--- src/rtl/runner_cmd_ctrl.sv ---
// Purpose: turns debounced button pulses into queued player commands and applies them at frame rate.
// Latency: a pulse reaches the FIFO head one cycle later; the head is applied on the next qualifying frame tick.
// Backpressure: none upstream. Pushes into a full FIFO with no pop that cycle are dropped (and counted when enabled).
//
// Ports:
//   clk, rst          system clock, synchronous active-high reset
//   btn[3:0]          one-cycle pulses: [0]=left [1]=right [2]=jump [3]=slide
//   frame_tick        one-cycle pulse per game frame
//   run_en            game running; low flushes the FIFO and freezes the player
//   lane              current lane, 0..LANES-1
//   pose              0=RUN 1=JUMP 2=SLIDE
//   height            jump height (triangle, peak JUMP_FRAMES/2), 0 unless JUMP
//   busy              pose != RUN
//   cmd_cnt           FIFO occupancy
//   drop_cnt          saturating dropped-command count
//
// Optional feature macro: CMD_DROP_COUNT_EN (enables drop_cnt; otherwise drop_cnt is tied to 0).
module runner_cmd_ctrl #(
  parameter int LANES        = 3,
  parameter int CMD_DEPTH    = 2,
  parameter int JUMP_FRAMES  = 24,
  parameter int SLIDE_FRAMES = 20
) (
  input  logic                         clk,
  input  logic                         rst,
  input  logic [3:0]                   btn,
  input  logic                         frame_tick,
  input  logic                         run_en,
  output logic [$clog2(LANES)-1:0]     lane,
  output logic [1:0]                   pose,
  output logic [7:0]                   height,
  output logic                         busy,
  output logic [$clog2(CMD_DEPTH):0]   cmd_cnt,
  output logic [7:0]                   drop_cnt
);

  localparam int LW = $clog2(LANES);
  localparam int PW = $clog2(CMD_DEPTH);
  localparam int CW = PW + 1;

  localparam logic [LW-1:0] LANE_MAX  = LW'(LANES - 1);
  localparam logic [LW-1:0] LANE_MID  = LW'((LANES - 1) / 2);
  localparam logic [CW-1:0] FULL_CNT  = CW'(CMD_DEPTH);
  localparam logic [7:0]    JUMP_LEN  = 8'(JUMP_FRAMES);
  localparam logic [7:0]    JUMP_HALF = 8'(JUMP_FRAMES / 2);
  localparam logic [7:0]    SLIDE_LEN = 8'(SLIDE_FRAMES);

  localparam logic [1:0] CMD_LEFT  = 2'd0;
  localparam logic [1:0] CMD_RIGHT = 2'd1;
  localparam logic [1:0] CMD_JUMP  = 2'd2;
  localparam logic [1:0] CMD_SLIDE = 2'd3;

  typedef enum logic [1:0] {
    POSE_RUN   = 2'd0,
    POSE_JUMP  = 2'd1,
    POSE_SLIDE = 2'd2
  } pose_e;

  // ---------------------------------------------------------------
  // Command encode: one command per pulse cycle, jump > slide > left > right
  // ---------------------------------------------------------------
  logic [1:0] push_cmd;
  logic       push_req;

  always_comb begin
    push_cmd = CMD_RIGHT;
    if (btn[2])      push_cmd = CMD_JUMP;
    else if (btn[3]) push_cmd = CMD_SLIDE;
    else if (btn[0]) push_cmd = CMD_LEFT;
  end

  assign push_req = run_en && (btn != 4'd0);

  // ---------------------------------------------------------------
  // Command FIFO
  // ---------------------------------------------------------------
  logic [1:0]    mem [CMD_DEPTH];
  logic [PW-1:0] wr_ptr;
  logic [PW-1:0] rd_ptr;
  logic [CW-1:0] cnt;

  pose_e      pose_q, pose_nxt;
  logic [7:0] timer_q, timer_nxt;
  logic [LW-1:0] lane_q, lane_nxt;

  logic       tick_en;
  logic [1:0] head;
  logic       head_vld;
  logic       head_is_lane;
  logic       full;
  logic       pop;
  logic       push_ok;

  assign tick_en      = frame_tick && run_en;
  assign head         = mem[rd_ptr];
  assign head_vld     = (cnt != '0);
  assign head_is_lane = ~head[1];
  assign full         = (cnt == FULL_CNT);
  // Jump/slide at the head waits until the player is back to RUN;
  // lane commands are always consumed.
  assign pop          = tick_en && head_vld && ((pose_q == POSE_RUN) || head_is_lane);
  // A full FIFO still accepts a push when a pop frees a slot the same cycle.
  assign push_ok      = push_req && (!full || pop);

  always_ff @(posedge clk) begin
    if (push_ok) mem[wr_ptr] <= push_cmd;
  end

  always_ff @(posedge clk) begin
    if (rst || !run_en) begin
      wr_ptr <= '0;
      rd_ptr <= '0;
      cnt    <= '0;
    end else begin
      if (push_ok) wr_ptr <= wr_ptr + 1'b1;
      if (pop)     rd_ptr <= rd_ptr + 1'b1;
      if (push_ok && !pop)      cnt <= cnt + 1'b1;
      else if (pop && !push_ok) cnt <= cnt - 1'b1;
    end
  end

  assign cmd_cnt = cnt;

  // ---------------------------------------------------------------
  // Player FSM: state register
  // ---------------------------------------------------------------
  always_ff @(posedge clk) begin
    if (rst) begin
      pose_q  <= POSE_RUN;
      timer_q <= 8'd0;
      lane_q  <= LANE_MID;
    end else begin
      pose_q  <= pose_nxt;
      timer_q <= timer_nxt;
      lane_q  <= lane_nxt;
    end
  end

  // ---------------------------------------------------------------
  // Player FSM: next state
  // ---------------------------------------------------------------
  always_comb begin
    pose_nxt  = pose_q;
    timer_nxt = timer_q;
    lane_nxt  = lane_q;

    // Lane moves apply in any pose, saturating at the edges.
    if (pop && head == CMD_LEFT && lane_q != '0)
      lane_nxt = lane_q - 1'b1;
    else if (pop && head == CMD_RIGHT && lane_q != LANE_MAX)
      lane_nxt = lane_q + 1'b1;

    case (pose_q)
      POSE_RUN: begin
        if (pop && head == CMD_JUMP) begin
          pose_nxt  = POSE_JUMP;
          timer_nxt = JUMP_LEN;
        end else if (pop && head == CMD_SLIDE) begin
          pose_nxt  = POSE_SLIDE;
          timer_nxt = SLIDE_LEN;
        end
      end
      POSE_JUMP, POSE_SLIDE: begin
        if (tick_en) begin
          if (timer_q <= 8'd1) begin
            pose_nxt  = POSE_RUN;
            timer_nxt = 8'd0;
          end else begin
            timer_nxt = timer_q - 8'd1;
          end
        end
      end
      default: begin
        pose_nxt  = POSE_RUN;
        timer_nxt = 8'd0;
      end
    endcase
  end

  // ---------------------------------------------------------------
  // Player FSM: outputs
  // ---------------------------------------------------------------
  logic [7:0] elapsed;

  always_comb begin
    elapsed = JUMP_LEN - timer_q;
    height  = 8'd0;
    if (pose_q == POSE_JUMP) begin
      // Rising half while elapsed <= peak, then mirror back down.
      if (elapsed <= JUMP_HALF) height = elapsed;
      else                      height = JUMP_LEN - elapsed;
    end
    busy = (pose_q != POSE_RUN);
  end

  assign pose = pose_q;
  assign lane = lane_q;

  // ---------------------------------------------------------------
  // Dropped-command counter
  // ---------------------------------------------------------------
`ifdef CMD_DROP_COUNT_EN
  logic       drop;
  logic [7:0] drop_q;

  assign drop = push_req && full && !pop;

  always_ff @(posedge clk) begin
    if (rst)                           drop_q <= 8'd0;
    else if (drop && drop_q != 8'hFF)  drop_q <= drop_q + 8'd1;
  end

  assign drop_cnt = drop_q;
`else
  assign drop_cnt = 8'd0;
`endif

endmodule

--- config.mk ---
export PLATFORM = sky130hd
export DESIGN_NAME = runner_cmd_ctrl
export DESIGN_NICKNAME = d
export VERILOG_FILES = /design/src/rtl/runner_cmd_ctrl.sv
export SDC_FILE = /design/constraint.sdc
export NUM_CORES = 1
export LEC_CHECK = 0
export BUFFER_PORTS_ARGS = -buffer_cell sky130_fd_sc_hd__buf_2
export CAP_MARGIN = 0
export CORE_ASPECT_RATIO = 0.8
export CORE_MARGIN = 3
export CORE_UTILIZATION = 41
export CTS_CLUSTER_DIAMETER = 80
export CTS_CLUSTER_SIZE = 20
export DETAILED_ROUTE_END_ITERATION = 8
export PLACE_DENSITY_LB_ADDON = 0.3
export RECOVER_POWER = 50
export SYNTH_ARGS = -nofsm -noshare
export SYNTH_HDL_FRONTEND = slang
export SYNTH_SLANG_ARGS = --single-unit
--- constraint.sdc ---
create_clock -name clk -period 3 [get_ports clk]
set_clock_uncertainty 0.05 [all_clocks]
set_input_delay 0.45 -clock clk [delete_from_list [all_inputs] [get_ports clk]]
set_output_delay 0.45 -clock clk [all_outputs]
set_load 0.03 [all_outputs]
==> out/results.ini <==
[run_status]
status=complete, but fails checks
violations=setup timing

[placement]
dp_hpwl_microns=2640
placed_cell_area_sq_um=1800
pre_cts_slack_ns=0.0918
gp_congestion=0.875
port_buffers=22
place_inst=272

[detailed_routing]
drc=0
vias_per_cell=5.17
drtIter0Drc=95
via_count=1432
drt-wirelength-per-cell_microns=12.6
routed_wl_microns=3480
final_antenna_net_count=0
drtPass1Iterations=4

[sta]
whs_ns=0.428
slew_viol_final=0
rsz0062_at_grt=yes
finalWorstSetupSlack_ns=-0.0271
fmax_mhz=330
fin_crit_sh_pct=101
setup_viol_count_final=1
hold_viol_final=0
worstMarginPinSlew_ns=0.934
min_period_ns=3.03
maxSlewHeadroom_pct=37.3

[layout]
fin_nets=241
n_antenna_cell=0
stdcell_count=277
area_growth_pct=18.2
final_cell_area_sq_um=1920
drive_gt1_share_pct=21.3

[run]
maxCapViolations=0

[floorplanning]
die_width_microns=76.4
coreArea_sq_um=3610
num_rows=19
die_y_microns=62.3
initial_utilization_pct=45.0
ios=31
dieArea_sq_um=4760

[synthesis]
synthTopCellsByCount=nor2_1 (20), dfxtp_1 (17), a21oi_1 (14), xor2_1 (11)
synth.area.top_cells=dfxtp_1 (21%), edfxtp_1 (7.4%), xor2_1 (5.9%)
synth_seq_area_share_pct=28.3
yosys.area.top_type=dfxtp_1
synth_edf_count=4
syn_avg_cell_area_sq_um=8.13
synth_most_common_cell=nor2_1
synth_top_area_share_pct=20.9
synth_seq_cells=21
synth_cell_types=51
yosysWarningCount=0
synth_area_sq_um=1630
syn_inst=200
synth_ff_type=dfxtp_1
ys_async_sr_fraction_pct=0

[min_path]
min_path_type=primary input to flip-flop

[worst_setup_path]
cpMaxStageDelayCell=or4_4
worstPathRequired_ns=2.50
crit_chain=inv_2 > ha_4 > or4b_1 > o21ai_1 > or4_4 > or4_4 > o311ai_4 > mux2i_4 > buf_6
path_class=flip-flop to output pin
worstSetupEndpointType=output pin
cp-start-kind=flip-flop
path_max_fanout=3
slowest_delay_ns=0.49
crit_path_frequent_cell=or4_4
critical_path_arrival_ns=2.53

[clock_tree]
cts.path.max_buffers=2
cts_num_sinks=21
cts_made_buffers=3
clk_pin_slew_worst_paths_ns=0.08
clkLatencyLatePin_ns=0.26
ctsHoldBuffers=0
cts_tree=done
cts.htree.levels=1
root_buffer=clkbuf_8

[global_route]
track_usage_pct=14.5
first_global_vias=1268
antenna_found_initial=0
grt_pass1_wl_microns=5800
overflow=0
grt_max_degree=16

[power]
power_density_nw_per_um2=449
vdd_drop_max_v=0.000259
total_power_mw=0.864
p_leak_nw=0.785

## layout by cell type (no fill, tap or decap), types with 2 or more instances in the layout
cell type	count
nor2_1	20
dfxtp_1	15
a21oi_1	14
buf_2	14
xor2_1	11
buf_4	11
nor3_1	10
nand2_1	9
inv_1	8
conb_1	8
o21ai_1	7
clkbuf_1	7
nand2b_1	6
ha_1	6
or3_1	5
mux2i_1	4
o21ai_0	4
o31ai_1	4
xnor2_1	4
edfxtp_1	4
nor2b_1	3
or4_1	3
a22oi_1	3
clkbuf_8	3
inv_2	2
a31oi_1	2
or4_4	2
and2_1	2
dfxtp_2	2
## per-layer routing
metal | part of all wire, % | track usage (%) | up-vias
met4 | 1.1 | 4.07 | 0
met2 | 43 | 21.1 | 31
met3 | 5.0 | 3.18 | 5
met1 | 51 | 21.5 | 653
met5 | 0 | 0 | -
li1 | - | - | 743
## layout make-up
cell class              instances  area (sq um)
fillers                       349          1690
multi-input cells             157          1120
flip-flops and latches         21           463
repair buffers                 33           190
well taps                      52          65.1
clock buffers                   3          41.3
inverters                      10          37.5
clock inverters                 1          5.00
## logic make-up (layout without fill, tap and decap cells)
logic type / count (synthesis) / count (layout) / share of synthesized area (%)
buffers and inverters: 29 / 47 / 10.0
adders and majority gates: 7 / 7 / 5.39
and+or+nand+nor: 73 / 73 / 24.9
other: 1 / 8 / 0.231
DFF: 21 / 21 / 28.3
muxes: 6 / 6 / 3.77
AOI/OAI and AO/OA: 47 / 47 / 18.7
xor gates and xnor gates: 16 / 16 / 8.62
## sequential cells by signal, summed over array words and instances (netlist names), named ones only
register  cells
pose          2
timer_q       8
lane          2
wr_ptr        1
rd_ptr        1
mem           4
cmd_cnt       2
## stage by stage
step                      setup TNS (ns)  utilization [%]
after floorplan                        0                -
after global placement                 0             49.8
after detailed placement               0             49.8
after CTS                        -0.0577             52.0
after global routing              -0.112             53.2
final                            -0.0271             53.2
## what timing repair did
| action | in CTS | in global routing |
|---|---|---|
| gates resized for setup | 9 | 5 |
| endpoints found under the setup margin | 1 | 4 |
| pin swaps | 0 | 1 |
| setup buffers | 0 | 1 |
## critical path: cells and delay by family, from the launching register on
family | cells | cell delay [ns]
simple gates | 3 | 1.02
flops | 1 | 0.34
mux | 1 | 0.28
fa+ha+maj | 1 | 0.26
buf+inv | 2 | 0.20
compound gates | 2 | 0.16
## power by group
group          switching, mW  internal [mW]
Sequential            0.0186          0.306
Combinational          0.207          0.144
Clock                 0.0959         0.0927
Total                  0.321          0.542
## path summary, 6_finish.rpt
check                          start                       to  slack (ns)  cells after the start
min                           btn[2]      mem[0][0]$_DFFE_PP_        0.43                      2
max reg2reg     pose[0]$_SDFFE_PP0P_  cmd_cnt[1]$_SDFFE_PP0P_        0.68                      7
min reg2reg     lane[0]$_SDFFE_PP1P_     lane[0]$_SDFFE_PP1P_        0.47                      1
max          timer_q[0]$_SDFFE_PP0P_                height[7]       -0.03                      9
Power figures use the tool's default switching activity.
